[src/rtl/edge_pulse_sched.sv]
// Rising-edge event capture with per-line saturating pending counters,
// served round-robin to a valid/ready consumer with an enforced idle gap.
module edge_pulse_sched #(
    parameter int N   = 4,
    parameter int CW  = 2,
    parameter int GAP = 2
) (
    input  logic                 clk,
    input  logic                 rst,
    input  logic                 en,
    input  logic [N-1:0]         sig,
    output logic                 out_valid,
    output logic [$clog2(N)-1:0] out_id,
    input  logic                 out_ready,
    output logic                 ppulse,
    output logic [N-1:0]         ovf
);

    localparam int          IW = $clog2(N);
    localparam int unsigned NU = N;

    typedef enum logic [1:0] {S_IDLE, S_ISSUE, S_GAP} state_t;

    state_t          state_q, state_d;
    logic [IW-1:0]   id_q, id_d;
    logic [IW-1:0]   last_q, last_d;
    logic [3:0]      gap_q, gap_d;
    logic [CW-1:0]   pend_q [N];
    logic [CW-1:0]   pend_d [N];
    logic [N-1:0]    ovf_q, ovf_d;
    logic [N-1:0]    sig_q;
    logic [N-1:0]    rise;
    logic            sel_found;
    logic [IW-1:0]   sel_idx;

    assign rise = sig & ~sig_q & {N{en}};

    always_ff @(posedge clk) begin
        sig_q <= sig;
        if (rst) begin
            state_q <= S_IDLE;
            id_q    <= '0;
            last_q  <= IW'(N - 1);
            gap_q   <= '0;
            pend_q  <= '{default: '0};
            ovf_q   <= '0;
        end else begin
            state_q <= state_d;
            id_q    <= id_d;
            last_q  <= last_d;
            gap_q   <= gap_d;
            pend_q  <= pend_d;
            ovf_q   <= ovf_d;
        end
    end

    // Round-robin: first nonzero counter starting one past the last accepted line.
    always_comb begin
        logic [IW-1:0] idx;
        sel_found = 1'b0;
        sel_idx   = '0;
        idx       = '0;
        for (int unsigned k = 1; k <= NU; k++) begin
            idx = IW'((32'(last_q) + k) % NU);
            if (!sel_found && pend_q[idx] != '0) begin
                sel_found = 1'b1;
                sel_idx   = idx;
            end
        end
    end

    always_comb begin
        state_d = state_q;
        id_d    = id_q;
        last_d  = last_q;
        gap_d   = gap_q;
        case (state_q)
            S_IDLE: begin
                if (sel_found) begin
                    id_d    = sel_idx;
                    state_d = S_ISSUE;
                end
            end
            S_ISSUE: begin
                if (ppulse) begin
                    last_d = id_q;
                    if (GAP == 0) begin
                        state_d = S_IDLE;
                    end else begin
                        state_d = S_GAP;
                        gap_d   = 4'(GAP);
                    end
                end
            end
            S_GAP: begin
                if (gap_q <= 4'd1) begin
                    state_d = S_IDLE;
                    gap_d   = '0;
                end else begin
                    gap_d = gap_q - 4'd1;
                end
            end
            default: state_d = S_IDLE;
        endcase
    end

    // Simultaneous rise and acceptance on one line cancel out.
    always_comb begin
        logic inc, dec;
        ovf_d = ovf_q;
        inc   = 1'b0;
        dec   = 1'b0;
        for (int unsigned i = 0; i < NU; i++) begin
            pend_d[i] = pend_q[i];
            inc = rise[i];
            dec = ppulse && (id_q == IW'(i));
            if (inc && !dec) begin
                if (pend_q[i] == '1) ovf_d[i] = 1'b1;
                else                 pend_d[i] = pend_q[i] + 1'b1;
            end else if (dec && !inc) begin
                pend_d[i] = pend_q[i] - 1'b1;
            end
        end
    end

    always_comb begin
        out_valid = (state_q == S_ISSUE);
        out_id    = id_q;
        ppulse    = out_valid & out_ready & ~rst;
        ovf       = ovf_q;
    end

endmodule
[config.mk]
export PLATFORM = sky130hd
export DESIGN_NAME = edge_pulse_sched
export DESIGN_NICKNAME = d
export VERILOG_FILES = /design/src/rtl/edge_pulse_sched.sv
export SDC_FILE = /design/constraint.sdc
export NUM_CORES = 1
export LEC_CHECK = 0
export CORE_MARGIN = 2
export CORE_UTILIZATION = 45
export CTS_BUF_LIST = sky130_fd_sc_hd__clkbuf_16
export DETAILED_ROUTE_END_ITERATION = 6
export PLACE_DENSITY = 0.72
export SKIP_LAST_GASP = 1
export SYNTH_ARGS = -nofsm -noshare
export SYNTH_HDL_FRONTEND = slang
export SYNTH_SLANG_ARGS = --single-unit
export TNS_END_PERCENT = 100
[constraint.sdc]
create_clock -name clk -period 3.6 [get_ports clk]
set_clock_uncertainty 0.15 [all_clocks]
set_input_delay 0.54 -clock clk [delete_from_list [all_inputs] [get_ports clk]]
set_output_delay 0.54 -clock clk [all_outputs]
set_load 0.02 [all_outputs]
==> results.txt, run 1 <==
----------------------------------------------------
[Floorplan]
  IO Count ... 16
  Die Y ... roughly 56 um
  Total Die Area ... about 3200 um2
  Horiz. Die Dim ... ~56 um
  Core region area ... approximately 2700 um2
  Core Rows ... 19
  Effective utilization at floorplan ... between 40% and 50%

[Route]
  Routed WL ... approximately 2.5 mm
  Vias post-DR ... 1,044
  Vias per Instance ... 5.67
  DR iter-0 viols ... 26
  DRC Markers ... 0
  Detailed-router iteration count before antenna repair ... 4
  Count of nets left with antenna violations after detail routing ... 0
  Wire per inst ... 13.5 um

[Logic synthesis]
  Leading post-synthesis cells by cell area ... sky130_fd_sc_hd__dfxtp_1 42%, sky130_fd_sc_hd__a21oi_1 4.9%, sky130_fd_sc_hd__nor2_1 4.2%
  Synthesis Warnings ... 0
  Average cell area after synthesis ... 8.97 um2
  Number of flops mapped to enable cells by yosys ... 0
  Most common library cells after synthesis ... 26 x sky130_fd_sc_hd__dfxtp_1, 14 x sky130_fd_sc_hd__nor2_1, 12 x sky130_fd_sc_hd__a21oi_1
  Netlist area before placement ... around 1200 um2
  Share of the yosys chip area belonging to registers ... roughly 42%
  Flop and latch count out of synthesis ... 26
  Proportion of synthesized flip-flops having asynchronous set or reset ... 0%
  Top-count cell post-synth ... sky130_fd_sc_hd__dfxtp_1
  Net count after synthesis ... roughly 150
  Main flop type after synthesis ... sky130_fd_sc_hd__dfxtp_1
  Post-Syn Instances ... roughly 140
  Count of unique library cells instantiated by Yosys ... 40
  Area share of the largest cell type after synthesis ... 42.1%
  Library cell occupying the most area in the post-synthesis netlist ... sky130_fd_sc_hd__dfxtp_1

[Power and ir drop]
  Cell Pwr Density ... 460 nW/um2
  Static power due to leakage ... about 0.57 nW
  Max rail drop VDD ... around 0.29 mV

[GRT]
  Total routing resource utilization after global routing ... between 10% and 20%
  Via count of the first global-routing pass ... around 960
  Initial antenna violation count ... 0
  Gr ovfl total ... 0
  Largest net degree at the start of global routing ... 19
  Global-route wire length before repair ... 4.20 mm

[Cells and area]
  Final antenna diode count ... 0
  Area growth from synthesis to layout ... 19.6%
  Area of the multi-input gates ... 647 um2
  Layout Nets ... roughly 170
  Fraction of final layout cells sized beyond drive strength 1 ... roughly 6.5%
  Fill cell instance count of the final layout ... 265
  Final Instance Area ... 1480 um2
  Sequential cell area ... about 520 um2

[Clocking]
  Total number of clock tree sinks ... 26
  Resized cells post-CTS ... 0
  CTS clk-pin slew, worst paths ... roughly 0.06 ns
  Clock latency at the later pin of the worst-skew pair ... approximately 0.26 ns
  TritonCTS clock tree ... yes
  Total clock buffers created by CTS ... 3
  Clock Root Buffer ... sky130_fd_sc_hd__clkbuf_16
  Number of buffers inserted by hold repair at cts ... 0
  Count of buffers added by post-CTS timing repair for setup ... 0
  Worst-case clock buffer depth ... 2
  CTS HTree Levels ... 1

[Timing]
  Transition time of the tightest slew-check pin ... around 0.5 ns
  Number of max-slew violations in the final report ... 0
  Unrepaired setup endpoints after global routing ... false
  Final setup viols ... 0
  Fin crit share ... between 70 and 80%
  Highest achievable clock rate ... ~370 MHz
  Final Hold Slack ... 0.320 ns
  Final sum of negative setup slack ... 0 ns
  Remaining max-slew budget at the tightest pin ... approximately 66%
  Number of hold-slack violations in the final timing report ... 0
  Time the final worst path needs with I/O delays and setup ... 2.70 ns

[Placed design]
  Post-placement cell area ... between 1000 and 1500 um2
  Port-buffer cells ... 15
  Half-perimeter wire length of the detailed placement result ... around 1.8 mm
  RePlAce Congestion ... between 0.7 and 0.8

[Critical path]
  Worst Setup SP ... rst
  Worst R2R Start ... gap_q[0]
  Worst EP arrival ... 2.01 ns
  Req. time, crit path ... between 2 and 3 ns
  Critical path peak fanout ... 7
  Critical path class ... input port to output port
  Crit start category ... input port
  Endpoint kind of the worst setup timing path ... output port

[Outcome]
  Result of the run ... complete, no violations

[Hold path]
  Min-Delay Startpoint ... ovf[2]
  Hold Crit Class ... flop to flop

[Run]
  Max-cap violation count ... 0

----------------------------------------------------
-- final cells by class --
cell class / instances / share of cell area (%)
Clock buffer: 3 / 5.07
Inverter: 9 / 2.28
Multi-Input combinational cell: 98 / 43.7
Tap cell: 31 / 2.62
Sequential cell: 26 / 35.2
Timing Repair Buffer: 17 / 11.2
-- power by group --
| group | switching, mW | total, mW | internal, mW |
|---|---|---|---|
| registers | 0.0247 | 0.331 | 0.306 |
| clock network | 0.0929 | 0.240 | 0.147 |
| logic | 0.0571 | 0.110 | 0.0533 |
| total | 0.175 | 0.681 | 0.506 |
-- cell usage in the layout, fill, tap and decap left out, types with 3 or more instances in the layout --
master / n
sky130_fd_sc_hd__a2111oi_0: 3
sky130_fd_sc_hd__o21ai_0: 10
sky130_fd_sc_hd__a21o_1: 4
sky130_fd_sc_hd__dfxtp_1: 26
sky130_fd_sc_hd__inv_1: 8
sky130_fd_sc_hd__a21oi_1: 12
sky130_fd_sc_hd__nor2b_1: 3
sky130_fd_sc_hd__nand2_1: 7
sky130_fd_sc_hd__and3b_1: 3
sky130_fd_sc_hd__a31oi_1: 4
sky130_fd_sc_hd__mux2i_1: 5
sky130_fd_sc_hd__clkbuf_16: 3
sky130_fd_sc_hd__nor2_1: 14
sky130_fd_sc_hd__o31ai_1: 3
sky130_fd_sc_hd__or3_1: 3
sky130_fd_sc_hd__clkdlybuf4s50_1: 15
-- flip-flops by register name, indices dropped and copies added (netlist names) --
| signal | flops |
|---|---|
| gap_q | 4 |
| last_q | 2 |
| out_id | 2 |
| ovf | 4 |
| pend_q | 8 |
| sig_q | 4 |
| state_q | 2 |
-- routing by layer --
| layer | vias to the layer above | global-route usage (%) | part of all wire (%) |
|---|---|---|---|
| met4 | 0 | 9.18 | 2.2 |
| li1 | 537 | - | - |
| met3 | 4 | 3.46 | 3.8 |
| met5 | - | 0 | 0 |
| met1 | 480 | 20.6 | 46 |
| met2 | 23 | 27.4 | 48 |
-- per-stage QoR --
step | setup WS, ns | cells | total power, mW | util [%]
finish | 0.903 | 184 | 0.681 | 55.1
CTS | 0.900 | 184 | 0.686 | 55.1
global route | 0.858 | 184 | 0.712 | 55.1
global placement | 0.906 | 181 | 0.443 | 52.3
detailed placement | 0.903 | 181 | 0.446 | 52.3
floorplan | 1.77 | 138 | 0.411 | -
-- critical path: stages --
cell	delay (ns)
sky130_fd_sc_hd__clkdlybuf4s50_1	0.42
sky130_fd_sc_hd__nand4bb_1	0.19
sky130_fd_sc_hd__buf_4	0.18
sky130_fd_sc_hd__inv_2	0.08
sky130_fd_sc_hd__clkdlybuf4s50_1	0.60
-- worst paths after layout --
kind              slack [ns]  cells after the start  endpoint
setup / recovery        0.90                      5    ppulse
hold / removal          0.32                      2    ovf[2]
setup reg to reg        1.90                      6  gap_q[3]
hold reg to reg         0.32                      2    ovf[2]
-- kinds of logic (layout without fill, tap and decap cells) --
family          after synthesis  in the layout  share of synthesized area [%]
simple gates                 42             42                           19.9
mux                           5              5                           4.04
compound gates               48             48                           25.5
flops                        26             26                           42.1
buf+inv                      14             29                           5.66
fa+ha+maj                     3              3                           2.83
Note: power is estimated with default switching activity, not from simulation.
==> inputs of run 2 (changes only) <==
Settings changed: PLACE_DENSITY 0.72 to 0.75.
Clock period 3.6 ns to 2.3 ns, I/O delays scaled along.
==> run 2 against run 1 <==
Compared with the run above:
- register-to-register slack got worse by 1.3 ns
- setup slack got worse by 0.82 ns
- flip-flop and latch count unchanged
- non-clock buffer count unchanged
- first-iteration DRC count increased by 15%
- critical path type unchanged
- core utilization increased by 1.1 points
- design area increased by 2.0%
- largest cell class unchanged
- worst hold slack improved by 0.0010 ns
- via count increased by 3.4%
- sequential power increased by 57%
- cell count increased by 0.54%
==> results.txt, run 2 (synthesis gave the netlist of run 1 again) <==
----------------------------------------------------
[Outcome]
  Result of the run ... complete, no violations

[Cells and area]
  Layout Nets ... 165 (unchanged)
  Fill cell instance count of the final layout ... 252 (-4.9%)
  Area growth from synthesis to layout ... 22.0%
  Most common cell after layout, fill and taps aside ... sky130_fd_sc_hd__dfxtp_1
  Max FFs per register ... 8 (unchanged)
  Fraction of final layout cells sized beyond drive strength 1 ... 7.14% (+0.61 points)
  Commonest cells after routing, fill and taps aside ... 26 x sky130_fd_sc_hd__dfxtp_1, 15 x sky130_fd_sc_hd__clkdlybuf4s50_1, 14 x sky130_fd_sc_hd__nor2_1, 12 x sky130_fd_sc_hd__a21oi_1, 10 x sky130_fd_sc_hd__o21ai_0
  Register bank with the most flops ... pend_q
  Final cell utilization of the core ... 56.2% (+1.1 points)
  Final antenna diode count ... 0 (unchanged)
  Final Instance Area ... 1510 um2 (+2.0%)

[Floorplan]
  Horiz. Die Dim ... 56.4 um (unchanged)
  Effective utilization at floorplan ... 46.1% (unchanged)
  Core Rows ... 19 (unchanged)
  Core region area ... 2690 um2 (unchanged)
  IO Count ... 16 (unchanged)
  Die Y ... 56.4 um (unchanged)
  Total Die Area ... 3190 um2 (unchanged)

[Clocking]
  Resized cells post-CTS ... 0 (unchanged)
  Clock Root Buffer ... sky130_fd_sc_hd__clkbuf_16
  Clock latency at the later pin of the worst-skew pair ... 0.26 ns (about the same)
  Total clock buffers created by CTS ... 3 (unchanged)
  TritonCTS clock tree ... yes
  Count of buffers added by post-CTS timing repair for setup ... 0 (unchanged)
  Number of buffers inserted by hold repair at cts ... 0 (unchanged)
  Worst-case clock buffer depth ... 2 (unchanged)
  CTS clk-pin slew, worst paths ... 0.07 ns (about the same)
  Total number of clock tree sinks ... 26 (unchanged)
  CTS HTree Levels ... 1 (unchanged)

[GRT]
  Global-route wire length before repair ... 4.49 mm (+6.9%)
  Largest net degree at the start of global routing ... 19 (unchanged)
  Via count of the first global-routing pass ... 1,037 (+8.6%)
  Initial antenna violation count ... 0 (unchanged)
  Gr ovfl total ... 0 (unchanged)
  Total routing resource utilization after global routing ... 17.6% (+0.77 points)

[Timing]
  Final setup viols ... 0 (unchanged)
  Transition time of the tightest slew-check pin ... 0.513 ns (+0.00943 ns)
  Time the final worst path needs with I/O delays and setup ... approximately 2.2 ns
  Remaining max-slew budget at the tightest pin ... 65.2% (-0.64 points)
  Fin crit share ... 96.2%
  Number of max-slew violations in the final report ... 0 (unchanged)
  Final Hold Slack ... 0.321 ns (+0.00105 ns)
  Unrepaired setup endpoints after global routing ... false
  Final sum of negative setup slack ... 0 ns (unchanged)
  Highest achievable clock rate ... between 400 and 500 MHz
  Number of hold-slack violations in the final timing report ... 0 (unchanged)

[Power and ir drop]
  Cell Pwr Density ... 795 nW/um2 (+73%)
  Overall power of the completed layout ... 1.20 mW (+76%)
  Max rail drop VDD ... 0.872 mV (+200%)
  Static power due to leakage ... 0.583 nW (+2.5%)

[Placed design]
  Port-buffer cells ... 15 (unchanged)
  Half-perimeter wire length of the detailed placement result ... 1.95 mm (+9.8%)
  Post-placement cell area ... 1410 um2 (unchanged)
  RePlAce Congestion ... 0.737 (+0.86%)

[Critical path]
  Cell with the most instances on the worst path ... sky130_fd_sc_hd__clkdlybuf4s50_1
  Standard cell with the maximum stage delay on the critical path ... sky130_fd_sc_hd__clkdlybuf4s50_1
  Cell chain of the critical path ... clkdlybuf4s50_1 -> nand4bb_1 -> inv_2 -> clkdlybuf4s50_1
  Req. time, crit path ... 1.80 ns (-1.11 ns)
  Delay of the slowest cell on the worst path ... 0.61 ns (about the same)
  Endpoint kind of the worst setup timing path ... output port
  Worst EP arrival ... 1.72 ns (-0.29 ns)
  Crit start category ... input port
  Critical path peak fanout ... 4 (-3)
  Critical path class ... input port to output port

[Route]
  Vias post-DR ... 1,079 (+3.4%)
  DRC Markers ... 0 (unchanged)
  Routed WL ... 2.67 mm (+7.5%)
  Wire per inst ... 14.5 um (+6.9%)
  Vias per Instance ... 5.83 (+2.8%)
  DR iter-0 viols ... 30 (+15%)
  Count of nets left with antenna violations after detail routing ... 0 (unchanged)
  Detailed-router iteration count before antenna repair ... 4 (unchanged)

[Hold path]
  Hold Crit Class ... flop to flop

[Run]
  Max-cap violation count ... 0 (unchanged)

----------------------------------------------------
-- run 2: cell count changes in the layout (fill, tap and decap cells not counted) --
cell / before / now
sky130_fd_sc_hd__bufinv_16: 0 / 1
-- run 2: through the flow --
stage                     cells  worst slack [ns]
after floorplan             138             0.662
after global placement      181            0.0981
after detailed placement    181            0.0834
after CTS                   185            0.0833
after global routing        185            0.0370
final                       185            0.0869
-- run 2: worst max-delay path: cells and delay by family --
family                 cells  cell delay, ns
AND/OR/NAND/NOR            1            0.15
buffers and inverters      3            1.24
-- run 2: final timing paths --
check | slack, ns | depth (start not counted) | from | end
min reg2reg | 0.32 | 2 | ovf[3] | ovf[3]
max reg2reg | 0.56 | 5 | state_q[0] | pend_q[5]
min | 0.32 | 2 | ovf[3] | ovf[3]
max | 0.09 | 4 | out_ready | ppulse
-- run 2: report_power, final --
group | switching [mW] | internal, mW
clock network | 0.159 | 0.346
registers | 0.0411 | 0.479
logic | 0.0931 | 0.0836
total | 0.293 | 0.909
-- run 2: layer usage --
metal	vias up	global-route usage, %	routed length, um
li1	536	-	-
met1	515	19.4	1170
met2	24	33.1	1350
met3	4	4.61	109
met4	0	4.08	41
met5	-	0	0
-- run 2: area by class of cell --
cell class | instances | area (um2) | area share [%]
multi-input cells | 98 | 647 | 42.8
clock inverters | 1 | 30.0 | 1.99
inverters | 9 | 33.8 | 2.24
flip-flops and latches | 26 | 520 | 34.5
repair buffers | 17 | 165 | 10.9
well taps | 31 | 38.8 | 2.57
clock buffers | 3 | 75.1 | 4.97
==> inputs of run 3 (changes only) <==
Settings changed: CORE_UTILIZATION 45 to 34, GPL_ROUTABILITY_DRIVEN set to 0, PLACE_DENSITY 0.75 to 0.58.
==> run 3 against run 2 <==
Compared with the run above:
- non-clock buffer count grew 3
- design area grew 2.9%
- flip-flop and latch count is the same
- core utilization shrank 11 points
- die area grew 30%
- routed wire length shrank 4.7%
- sequential power shrank 2%
- count of clock-buffer cells in the layout is the same
- register-to-register slack lost 0.02 ns
==> results.txt, run 3 (synthesis gave the netlist of run 1 again) <==
----------------------------------------------------
[Clocking]
  CTS clk-pin slew, worst paths ... 0.07 ns (about the same)
  CTS HTree Levels ... 1 (unchanged)
  Total number of clock tree sinks ... 26 (unchanged)
  Clock Root Buffer ... sky130_fd_sc_hd__clkbuf_16
  Count of buffers added by post-CTS timing repair for setup ... 0 (unchanged)
  Worst-case clock buffer depth ... 2 (unchanged)
  Clock latency at the later pin of the worst-skew pair ... 0.26 ns (about the same)
  Total clock buffers created by CTS ... 3 (unchanged)
  TritonCTS clock tree ... yes
  Number of buffers inserted by hold repair at cts ... 0 (unchanged)

[Cells and area]
  Layout Nets ... 168 (+1.8%)
  Most common cell after layout, fill and taps aside ... sky130_fd_sc_hd__dfxtp_1
  Max FFs per register ... 8 (unchanged)
  Area growth from synthesis to layout ... 25.6%
  Final antenna diode count ... 0 (unchanged)
  Non-filler instance count after layout ... 203 (+9.7%)
  Fraction of final layout cells sized beyond drive strength 1 ... 8.92% (+1.8 points)
  Register bank with the most flops ... pend_q
  Fill cell instance count of the final layout ... 348 (+38%)
  Commonest cells after routing, fill and taps aside ... 26 x sky130_fd_sc_hd__dfxtp_1, 14 x sky130_fd_sc_hd__nor2_1, 14 x sky130_fd_sc_hd__clkdlybuf4s50_1, 12 x sky130_fd_sc_hd__a21oi_1, 10 x sky130_fd_sc_hd__o21ai_0

[Hold path]
  Min-Delay Startpoint ... ovf[1]
  Hold Crit Class ... flop to flop

[Power and ir drop]
  Overall power of the completed layout ... 1.20 mW (+0.10%)
  Max rail drop VDD ... 0.564 mV (-35%)
  Static power due to leakage ... 0.617 nW (+5.8%)
  Cell Pwr Density ... 774 nW/um2 (-2.7%)

[Timing]
  Final setup viols ... 0 (unchanged)
  Number of max-slew violations in the final report ... 0 (unchanged)
  Number of hold-slack violations in the final timing report ... 0 (unchanged)
  Remaining max-slew budget at the tightest pin ... 64.4% (-0.82 points)
  Unrepaired setup endpoints after global routing ... false
  Highest achievable clock rate ... 489 MHz (+8.2%)
  Time the final worst path needs with I/O delays and setup ... 2.05 ns (-0.167 ns)
  Transition time of the tightest slew-check pin ... 0.526 ns (+0.0121 ns)
  Final sum of negative setup slack ... 0 ns (unchanged)
  Fin crit share ... 89.0% (-7.3 points)

[Critical path]
  Standard cell with the maximum stage delay on the critical path ... sky130_fd_sc_hd__clkdlybuf4s50_1
  Req. time, crit path ... 1.80 ns (about the same)
  Endpoint kind of the worst setup timing path ... output port
  Cell chain of the critical path ... inv_1 -> nor2_1 -> clkdlybuf4s50_1
  Critical path class ... flop to output port
  Worst R2R Start ... state_q[0]
  Crit start category ... flop
  Worst Setup SP ... state_q[0]
  Worst EP arrival ... 1.55 ns (-0.17 ns)
  Delay of the slowest cell on the worst path ... 0.61 ns (about the same)
  Critical path peak fanout ... 10 (+6)

[Route]
  DRC Markers ... 0 (unchanged)
  Vias post-DR ... 1,059 (-1.9%)
  Vias per Instance ... 5.22 (-11%)
  Count of nets left with antenna violations after detail routing ... 0 (unchanged)
  Detailed-router iteration count before antenna repair ... 4 (unchanged)
  Wire per inst ... 12.6 um (-13%)
  Routed WL ... 2.55 mm (-4.7%)
  DR iter-0 viols ... 34 (+13%)

[GRT]
  Largest net degree at the start of global routing ... 19 (unchanged)
  Gr ovfl total ... 0 (unchanged)
  Total routing resource utilization after global routing ... 13.2% (-4.3 points)
  Via count of the first global-routing pass ... 1,017 (-1.9%)
  Initial antenna violation count ... 0 (unchanged)
  Global-route wire length before repair ... 4.40 mm (-2.0%)

[Floorplan]
  Total Die Area ... 4140 um2 (+30%)
  Core region area ... 3420 um2 (+27%)
  IO Count ... 16 (unchanged)
  Effective utilization at floorplan ... 36.2% (-9.8 points)
  Die Y ... 64.3 um (+14%)
  Core Rows ... 21 (+2)
  Horiz. Die Dim ... 64.3 um (+14%)

[Placed design]
  Placed cell count ... 199 (+9.9%)
  Half-perimeter wire length of the detailed placement result ... 1.85 mm (-5.5%)
  Port-buffer cells ... 15 (unchanged)

[Outcome]
  Result of the run ... complete, no violations

[Run]
  Max-cap violation count ... 0 (unchanged)

----------------------------------------------------
==> run 3: path summary, 6_finish.rpt <==
path,slack (ns),endpoint,cells after the start
hold / removal,0.32,ovf[1],2
hold reg to reg,0.32,ovf[1],2
setup reg to reg,0.54,pend_q[7],5
setup / recovery,0.25,out_valid,3
==> run 3: per-stage QoR <==
step                      utilization [%]  hold WS [ns]  setup WS, ns  area, um2
after floorplan                         -         0.223         0.662       1240
after global placement               42.3         0.304        0.0535       1450
after detailed placement             42.3         0.315        0.0454       1450
after CTS                            45.4         0.330        0.0454       1550
after global routing                 45.5         0.364         0.162       1550
final                                45.5         0.321         0.254       1550
==> run 3: power breakdown <==
| part | leakage (nW) | total, mW | internal [mW] | switching [mW] |
|---|---|---|---|---|
| logic | 0.353 | 0.189 | 0.0890 | 0.100 |
| clock network | 0.0511 | 0.503 | 0.346 | 0.157 |
| registers | 0.213 | 0.510 | 0.478 | 0.0318 |
==> run 3: final cells by class <==
class	instances	area (um2)	area share [%]
multi-input combinational	98	647	41.6
sequential	26	520	33.5
clock buffer	3	75.1	4.83
tap	46	57.6	3.70
timing repair buffer	20	190	12.2
clock inverter	1	30.0	1.93
inverter	9	33.8	2.17
==> run 3: what timing repair did <==
item / CTS / global route
endpoints found under the hold margin: 0 / 0
gates resized for setup: 0 / 1
endpoints found under the setup margin: 0 / 1
==> run 3: layer usage <==
metal	GRT usage (%)	vias to the layer above	wire (um)
met1	17.2	494	1300
met2	22.1	18	1120
met3	3.52	2	104
met4	2.66	0	21
li1	-	545	-
met5	0	-	0
==> run 3: critical path, delay by kind of cell, from the launching register on <==
family | cells | cell delay, ns
flops | 1 | 0.48
buf+inv | 2 | 0.71
simple gates | 1 | 0.11
